<file path="config.mk">
export PLATFORM = sky130hd
export DESIGN_NAME = gfx_cmd_queue_flat
export DESIGN_NICKNAME = d
export VERILOG_FILES = /design/src/rtl/gfx_cmd_queue_if.sv /design/src/rtl/gfx_cmd_queue.sv /design/src/flat_wrapper.sv
export SDC_FILE = /design/constraint.sdc
export NUM_CORES = 1
export LEC_CHECK = 0
export ABC_AREA = 1
export BUFFER_PORTS_ARGS = -buffer_cell sky130_fd_sc_hd__buf_4
export CORE_MARGIN = 2
export CORE_UTILIZATION = 31
export DETAILED_ROUTE_END_ITERATION = 16
export GPL_ROUTABILITY_DRIVEN = 0
export GPL_TIMING_DRIVEN = 0
export SLEW_MARGIN = 15
export SYNTH_ARGS = -nofsm -noshare
export SYNTH_HDL_FRONTEND = slang
export SYNTH_SLANG_ARGS = --single-unit
</file>
<file path="constraint.sdc">
create_clock -name clk -period 4.1 [get_ports clk]
set_input_delay 0.205 -clock clk [delete_from_list [all_inputs] [get_ports clk]]
set_output_delay 0.205 -clock clk [all_outputs]
set_load 0.02 [all_outputs]
</file>
<file path="src/rtl/gfx_cmd_queue_if.sv">
// CPU staging/commit port, status, and graphics-processor register write port
// of the command queue.
interface gfx_cmd_queue_if;
    logic        wr_en;
    logic [1:0]  wr_sel;
    logic [31:0] wr_data;
    logic [31:0] status_out;
    logic [31:0] ctrl_out;
    logic [31:0] tl_out;
    logic [31:0] br_out;
    logic [31:0] arg_out;
    logic        ctrl_we;
    logic        tl_we;
    logic        br_we;
    logic        arg_we;
    logic        gp_finish;

    modport master (
        output wr_en, wr_sel, wr_data, gp_finish,
        input  status_out, ctrl_out, tl_out, br_out, arg_out,
        input  ctrl_we, tl_we, br_we, arg_we
    );

    modport slave (
        input  wr_en, wr_sel, wr_data, gp_finish,
        output status_out, ctrl_out, tl_out, br_out, arg_out,
        output ctrl_we, tl_we, br_we, arg_we
    );
endinterface

</file>
<file path="src/rtl/gfx_cmd_queue.sv">
// Command FIFO plus dispatcher that drives the graphics processor's register
// ports in disarm/load/arm/wait/release order, one command at a time.
module gfx_cmd_queue #(
    parameter int DEPTH  = 16,
    parameter int ADDR_W = 4
) (
    input  logic            clk,
    input  logic            rst,
    gfx_cmd_queue_if.slave  bus
);
    localparam int CNT_W = ADDR_W + 1;

    typedef enum logic [2:0] {S_INIT, S_IDLE, S_LOAD, S_ARM, S_WAIT, S_REL} state_t;

    typedef struct packed {
        logic        op;
        logic [18:0] tl;
        logic [18:0] br;
        logic [11:0] arg;
    } cmd_t;

    state_t            state, next;
    cmd_t              mem [DEPTH];
    cmd_t              head;
    logic [18:0]       stg_tl, stg_br;
    logic [11:0]       stg_arg;
    logic [ADDR_W-1:0] wptr, rptr;
    logic [CNT_W-1:0]  count;
    logic              overflow;
    logic [15:0]       done_count;
    logic              cur_op;
    logic [31:0]       ctrl_r, tl_r, br_r, arg_r;
    logic              cmd_wr, push_req, flush, full, empty, do_push, pop, busy;
    logic              unused_bits;

    assign cmd_wr   = bus.wr_en && (bus.wr_sel == 2'd3);
    assign push_req = cmd_wr && !bus.wr_data[31];
    assign flush    = cmd_wr && bus.wr_data[31];
    assign full     = (count == CNT_W'(DEPTH));
    assign empty    = (count == '0);
    // Fullness uses the pre-edge count: a same-cycle pop does not make room.
    assign do_push  = push_req && !full;
    assign head     = mem[rptr];
    assign busy     = (state != S_IDLE) || !empty;

    assign unused_bits = ^{bus.wr_data[30:26], bus.wr_data[15:12]};

    always_ff @(posedge clk) begin
        if (rst) begin
            stg_tl  <= '0;
            stg_br  <= '0;
            stg_arg <= '0;
        end else if (bus.wr_en) begin
            case (bus.wr_sel)
                2'd0:    stg_tl  <= {bus.wr_data[25:16], bus.wr_data[8:0]};
                2'd1:    stg_br  <= {bus.wr_data[25:16], bus.wr_data[8:0]};
                2'd2:    stg_arg <= bus.wr_data[11:0];
                default: ;
            endcase
        end
    end

    always_ff @(posedge clk) begin
        if (do_push && !flush)
            mem[wptr] <= '{op: bus.wr_data[0], tl: stg_tl, br: stg_br, arg: stg_arg};
    end

    // Flush wins over any same-cycle push or pop.
    always_ff @(posedge clk) begin
        if (rst || flush) begin
            wptr     <= '0;
            rptr     <= '0;
            count    <= '0;
            overflow <= 1'b0;
        end else begin
            if (push_req && full) overflow <= 1'b1;
            if (do_push) wptr <= wptr + ADDR_W'(1);
            if (pop)     rptr <= rptr + ADDR_W'(1);
            case ({do_push, pop})
                2'b10:   count <= count + CNT_W'(1);
                2'b01:   count <= count - CNT_W'(1);
                default: ;
            endcase
        end
    end

    always_ff @(posedge clk) begin
        if (rst) state <= S_INIT;
        else     state <= next;
    end

    always_comb begin
        next        = state;
        pop         = 1'b0;
        bus.ctrl_we = 1'b0;
        bus.tl_we   = 1'b0;
        bus.br_we   = 1'b0;
        bus.arg_we  = 1'b0;
        case (state)
            S_INIT: begin
                bus.ctrl_we = 1'b1;
                next        = S_IDLE;
            end
            S_IDLE: if (!empty) begin
                pop  = 1'b1;
                next = S_LOAD;
            end
            S_LOAD: begin
                bus.tl_we  = 1'b1;
                bus.br_we  = 1'b1;
                bus.arg_we = 1'b1;
                next       = S_ARM;
            end
            S_ARM: begin
                bus.ctrl_we = 1'b1;
                next        = S_WAIT;
            end
            S_WAIT: if (bus.gp_finish) next = S_REL;
            S_REL: begin
                bus.ctrl_we = 1'b1;
                next        = S_IDLE;
            end
            default: next = S_INIT;
        endcase
    end

    // Output data is loaded on the edge entering the state that pulses it.
    always_ff @(posedge clk) begin
        if (rst) begin
            cur_op     <= 1'b0;
            ctrl_r     <= '0;
            tl_r       <= '0;
            br_r       <= '0;
            arg_r      <= '0;
            done_count <= '0;
        end else begin
            if (pop) begin
                cur_op <= head.op;
                tl_r   <= {6'b0, head.tl[18:9], 7'b0, head.tl[8:0]};
                br_r   <= {6'b0, head.br[18:9], 7'b0, head.br[8:0]};
                arg_r  <= {20'b0, head.arg};
            end
            if (state == S_LOAD)                  ctrl_r <= {30'b0, 1'b1, cur_op};
            if (state == S_WAIT && bus.gp_finish) ctrl_r <= {30'b0, 1'b0, cur_op};
            if (state == S_REL)                   done_count <= done_count + 16'd1;
        end
    end

    assign bus.ctrl_out   = ctrl_r;
    assign bus.tl_out     = tl_r;
    assign bus.br_out     = br_r;
    assign bus.arg_out    = arg_r;
    assign bus.status_out = {done_count, 4'b0, overflow, busy, full, empty, 8'(count)};
endmodule

</file>
<file path="src/flat_wrapper.sv">
// flat-port wrapper written by rule: the top's interface ports become plain ports
module gfx_cmd_queue_flat 
#(
    parameter int DEPTH  = 16,
    parameter int ADDR_W = 4
)
  (clk, rst, bus_wr_en, bus_wr_sel, bus_wr_data, bus_gp_finish, bus_status_out, bus_ctrl_out, bus_tl_out, bus_br_out, bus_arg_out, bus_ctrl_we, bus_tl_we, bus_br_we, bus_arg_we);
  gfx_cmd_queue_if bus_i ();
  input  logic clk;
  input  logic rst;
  input wire logic [$bits(bus_i.wr_en)-1:0] bus_wr_en;
  input wire logic [$bits(bus_i.wr_sel)-1:0] bus_wr_sel;
  input wire logic [$bits(bus_i.wr_data)-1:0] bus_wr_data;
  input wire logic [$bits(bus_i.gp_finish)-1:0] bus_gp_finish;
  output wire logic [$bits(bus_i.status_out)-1:0] bus_status_out;
  output wire logic [$bits(bus_i.ctrl_out)-1:0] bus_ctrl_out;
  output wire logic [$bits(bus_i.tl_out)-1:0] bus_tl_out;
  output wire logic [$bits(bus_i.br_out)-1:0] bus_br_out;
  output wire logic [$bits(bus_i.arg_out)-1:0] bus_arg_out;
  output wire logic [$bits(bus_i.ctrl_we)-1:0] bus_ctrl_we;
  output wire logic [$bits(bus_i.tl_we)-1:0] bus_tl_we;
  output wire logic [$bits(bus_i.br_we)-1:0] bus_br_we;
  output wire logic [$bits(bus_i.arg_we)-1:0] bus_arg_we;
  assign bus_i.wr_en = bus_wr_en;
  assign bus_i.wr_sel = bus_wr_sel;
  assign bus_i.wr_data = bus_wr_data;
  assign bus_i.gp_finish = bus_gp_finish;
  assign bus_status_out = bus_i.status_out;
  assign bus_ctrl_out = bus_i.ctrl_out;
  assign bus_tl_out = bus_i.tl_out;
  assign bus_br_out = bus_i.br_out;
  assign bus_arg_out = bus_i.arg_out;
  assign bus_ctrl_we = bus_i.ctrl_we;
  assign bus_tl_we = bus_i.tl_we;
  assign bus_br_we = bus_i.br_we;
  assign bus_arg_we = bus_i.arg_we;
  gfx_cmd_queue #(.DEPTH(DEPTH), .ADDR_W(ADDR_W)) u_core (.clk(clk), .rst(rst), .bus(bus_i));
endmodule
</file>
==> results.cfg <==
[drt]
ant_nets = 0
avgRoutedWirePerCell_um = 19.5
routed_wl_mm = 122
drt_iter0_drc = 3048
via_per_inst = 4.64
vias = 28900
drt_pre_antenna_iters = 5
drc = 0

[synthesis]
netlist_top_cells_count = nand2_1, edfxtp_1, nand3_1
syn_inst = 4061
synthMostInstantiatedCell = nand2_1
yosys.area_share.simple_pct = 22.3
ys.flop_type = edfxtp_1
async_reset_ff_share_pct = 0
synth-seq-cells = 952
synth_cell_types = 34
synth_top_cell_area_share_pct = 60.5
synth_top_family_by_area = simple AND/OR/NAND/NOR gates
synth-xor-area-share_pct = 0.173
synth.avg_cell_area_um2 = 9.98
synth_top_cells_by_area = edfxtp_1, nand2_1, nand3_1
ys_seq_area_share_pct = 67.2
synth_fa_ha_area_share_pct = 0.309
netlist_area_um2 = 40500
synthMuxAreaShare_pct = 0
yosys_warnings = 0
synth_compound_area_share_pct = 1.19
yosysTopAreaCell = edfxtp_1
synth_edf_count = 816

[cells_and_area]
area_growth_pct = 19.0
postLayoutCellArea_um2 = 48200
n_fill_cell = 12600
layout.nets = 4461
drive_gt1_share_pct = 12.0
antennaDiodeCount = 0
utilization_pct = 37.2

[worst_setup_path]
path_max_fanout = 11
cpMostUsedCell = nand2_1
crit_chain = inv_2 -> nor3_4 -> nand2_2 -> inv_2 -> buf_2 -> ha_1 -> xor2_1 -> ha_1 -> inv_1 -> nand2_1 -> nand3_1 -> nand2_1 -> nand2_1 -> nand2_1 -> nand2_1 -> a21oi_1
worst_setup_path_end_kind = register
cp.arrival_ns = 3.75
r2r_setup_slack_ns = 0.95
cp.buffers_inverters = 4
crit_path_start_kind = register
slowest_delay_ns = 0.45
worstSetupPathType = register to register
slowest_stage = buf_2
cp.required_ns = 4.70
r2r_start = u_core.state[0]$_SDFFE_PP0P_
crit_family = buffers and inverters
crit_path_start = u_core.state[0]$_SDFFE_PP0P_

[timing]
period_needed_ns = 3.15
worst_pin_slew_ns = 1.31
holdWs_ns = 0.0895
fmaxAchievable_mhz = 318
post-route-period-util_pct = 76.8
relSlewSlack_pct = 12.9
rsz0062_at_grt = no
fin_worst_skew_ns = 0.0362
setup_viol = 0
setup_tns_ns = 0
hold_violations = 0
timing.final.max_slew_violations = 0
fin_ws_ns = 0.953

[floorplan]
rows = 132
die_h_um = 366
start_util_pct = 31.2
ioPinCount = 202
dieArea_um2 = 134000
core_um2 = 130000
fp.dieW_um = 366

[power]
power_density_nw_per_um2 = 577
leakagePower_nw = 20.4
vdd_drop_max_v = 0.000436

[global_routing]
grt_max_degree = 24
antenna_found_initial = 1
grt_usage_pct = 18.1
grt_pass1_wl_mm = 178
grt-ovfl-total = 0
grt_pass1_vias = 27100

[cts]
cts_tree = done
clockBufferDepth = 3
cts_max_level = 3
clkTransAtPathRegs_ns = 0.06
numCtsBuffers = 101
numClockSinks = 952
cts_root_buf = clkbuf_16
clk_latency_ns = 0.68
post_cts_resized = 0

[flow_run]
maxCapViolations = 0

[hold_path]
min_from = bus_wr_sel[1]
worstHoldPathType = primary input to register

[place]
hpwl_mm = 81.9
detailed_place.area_um2 = 44700
dp_slack_ns = 1.02
io_buffers = 108

[status]
outcome = finished, final reports clean
-- registers in the layout (all words and copies together), names as in the netlist --
name,cells
u_core.mem,816
u_core.bus.br_out,19
u_core.bus.tl_out,19
u_core.stg_br,19
u_core.stg_tl,19
u_core.done_count,16
u_core.bus.arg_out,12
u_core.stg_arg,12
u_core.count,5
u_core.rptr,4
u_core.wptr,4
u_core.state,3
u_core.bus.ctrl_out,2
u_core.cur_op,1
u_core.overflow,1
-- power by group --
part / leakage [nW] / total, mW / internal, mW / switching, mW
Clock: 1.63 / 9.06 / 5.26 / 3.80
Combinational: 10.2 / 7.63 / 2.29 / 5.34
Sequential: 8.57 / 11.1 / 10.8 / 0.319
Total: 20.4 / 27.8 / 18.4 / 9.46
-- cell type report --
cell class / instances / area, um^2 / area share (%)
Clock buffer: 140 / 2830 / 5.88
Inverter: 510 / 1910 / 3.97
Timing Repair Buffer: 167 / 1790 / 3.72
Clock inverter: 49 / 449 / 0.932
Buffer: 291 / 1680 / 3.49
Sequential cell: 952 / 27200 / 56.5
Tap cell: 1742 / 2180 / 4.52
Multi-Input combinational cell: 2390 / 10100 / 21.0
-- worst paths after layout --
check | to | cells past startpoint
worst max register to register | u_core.count[4]$_SDFFE_PP0P_ | 16
worst max-delay path | u_core.count[4]$_SDFFE_PP0P_ | 16
worst min register to register | u_core.overflow$_SDFFE_PP0P_ | 2
worst min-delay path | u_core.overflow$_SDFFE_PP0P_ | 7
-- what timing repair did --
| action | in CTS | in global routing |
|---|---|---|
| hold endpoints to repair | 71 | 0 |
| setup buffers | 0 | 0 |
| hold buffers | 25 | 0 |
-- layer usage --
metal	track usage [%]	part of all wire [%]	up-vias
li1	-	-	13700
met4	6.01	2.8	0
met2	29.5	47	1315
met3	2.99	8.8	204
met5	0	0	-
met1	24.4	42	13700
-- worst min-delay path, stage by stage --
cell and delay (ns):
buf_4 0.12, nand2_1 0.07, inv_1 0.05, nand2_1 0.05
nor2_1 0.05, a21oi_1 0.14, nor2_1 0.05
-- layout by cell type (no fill, tap or decap), drive strengths merged, types with 10 or more instances in the layout --
master | synthesis | layout
conb | 1 | 83
inv | 507 | 508
a21oi | 25 | 25
dfxtp | 136 | 136
edfxtp | 816 | 816
nand2 | 1357 | 1357
buf | 235 | 377
nor2 | 254 | 254
clkinv | 3 | 43
ha | 10 | 10
o21ai | 62 | 62
dlygate4sd3 | 0 | 25
nand3 | 578 | 578
clkbuf | 56 | 196
-- per-stage QoR --
step / std cells / power (mW)
finish: 6241 / 27.8
global route: 6241 / 29.1
CTS: 6241 / 28.0
detailed placement: 6027 / 18.9
global placement: 5993 / 18.9
floorplan: 4143 / 15.9
-- kinds of logic after synthesis --
kind of cell | after synthesis
AO/OA/AOI/OAI | 93
XOR/XNOR | 8
adder cells (fa/ha/maj) | 10
buffers and inverters | 801
flip-flops | 952
other | 1
AND/OR/NAND/NOR | 2196
No activity file was read; power rests on OpenSTA's default activity.
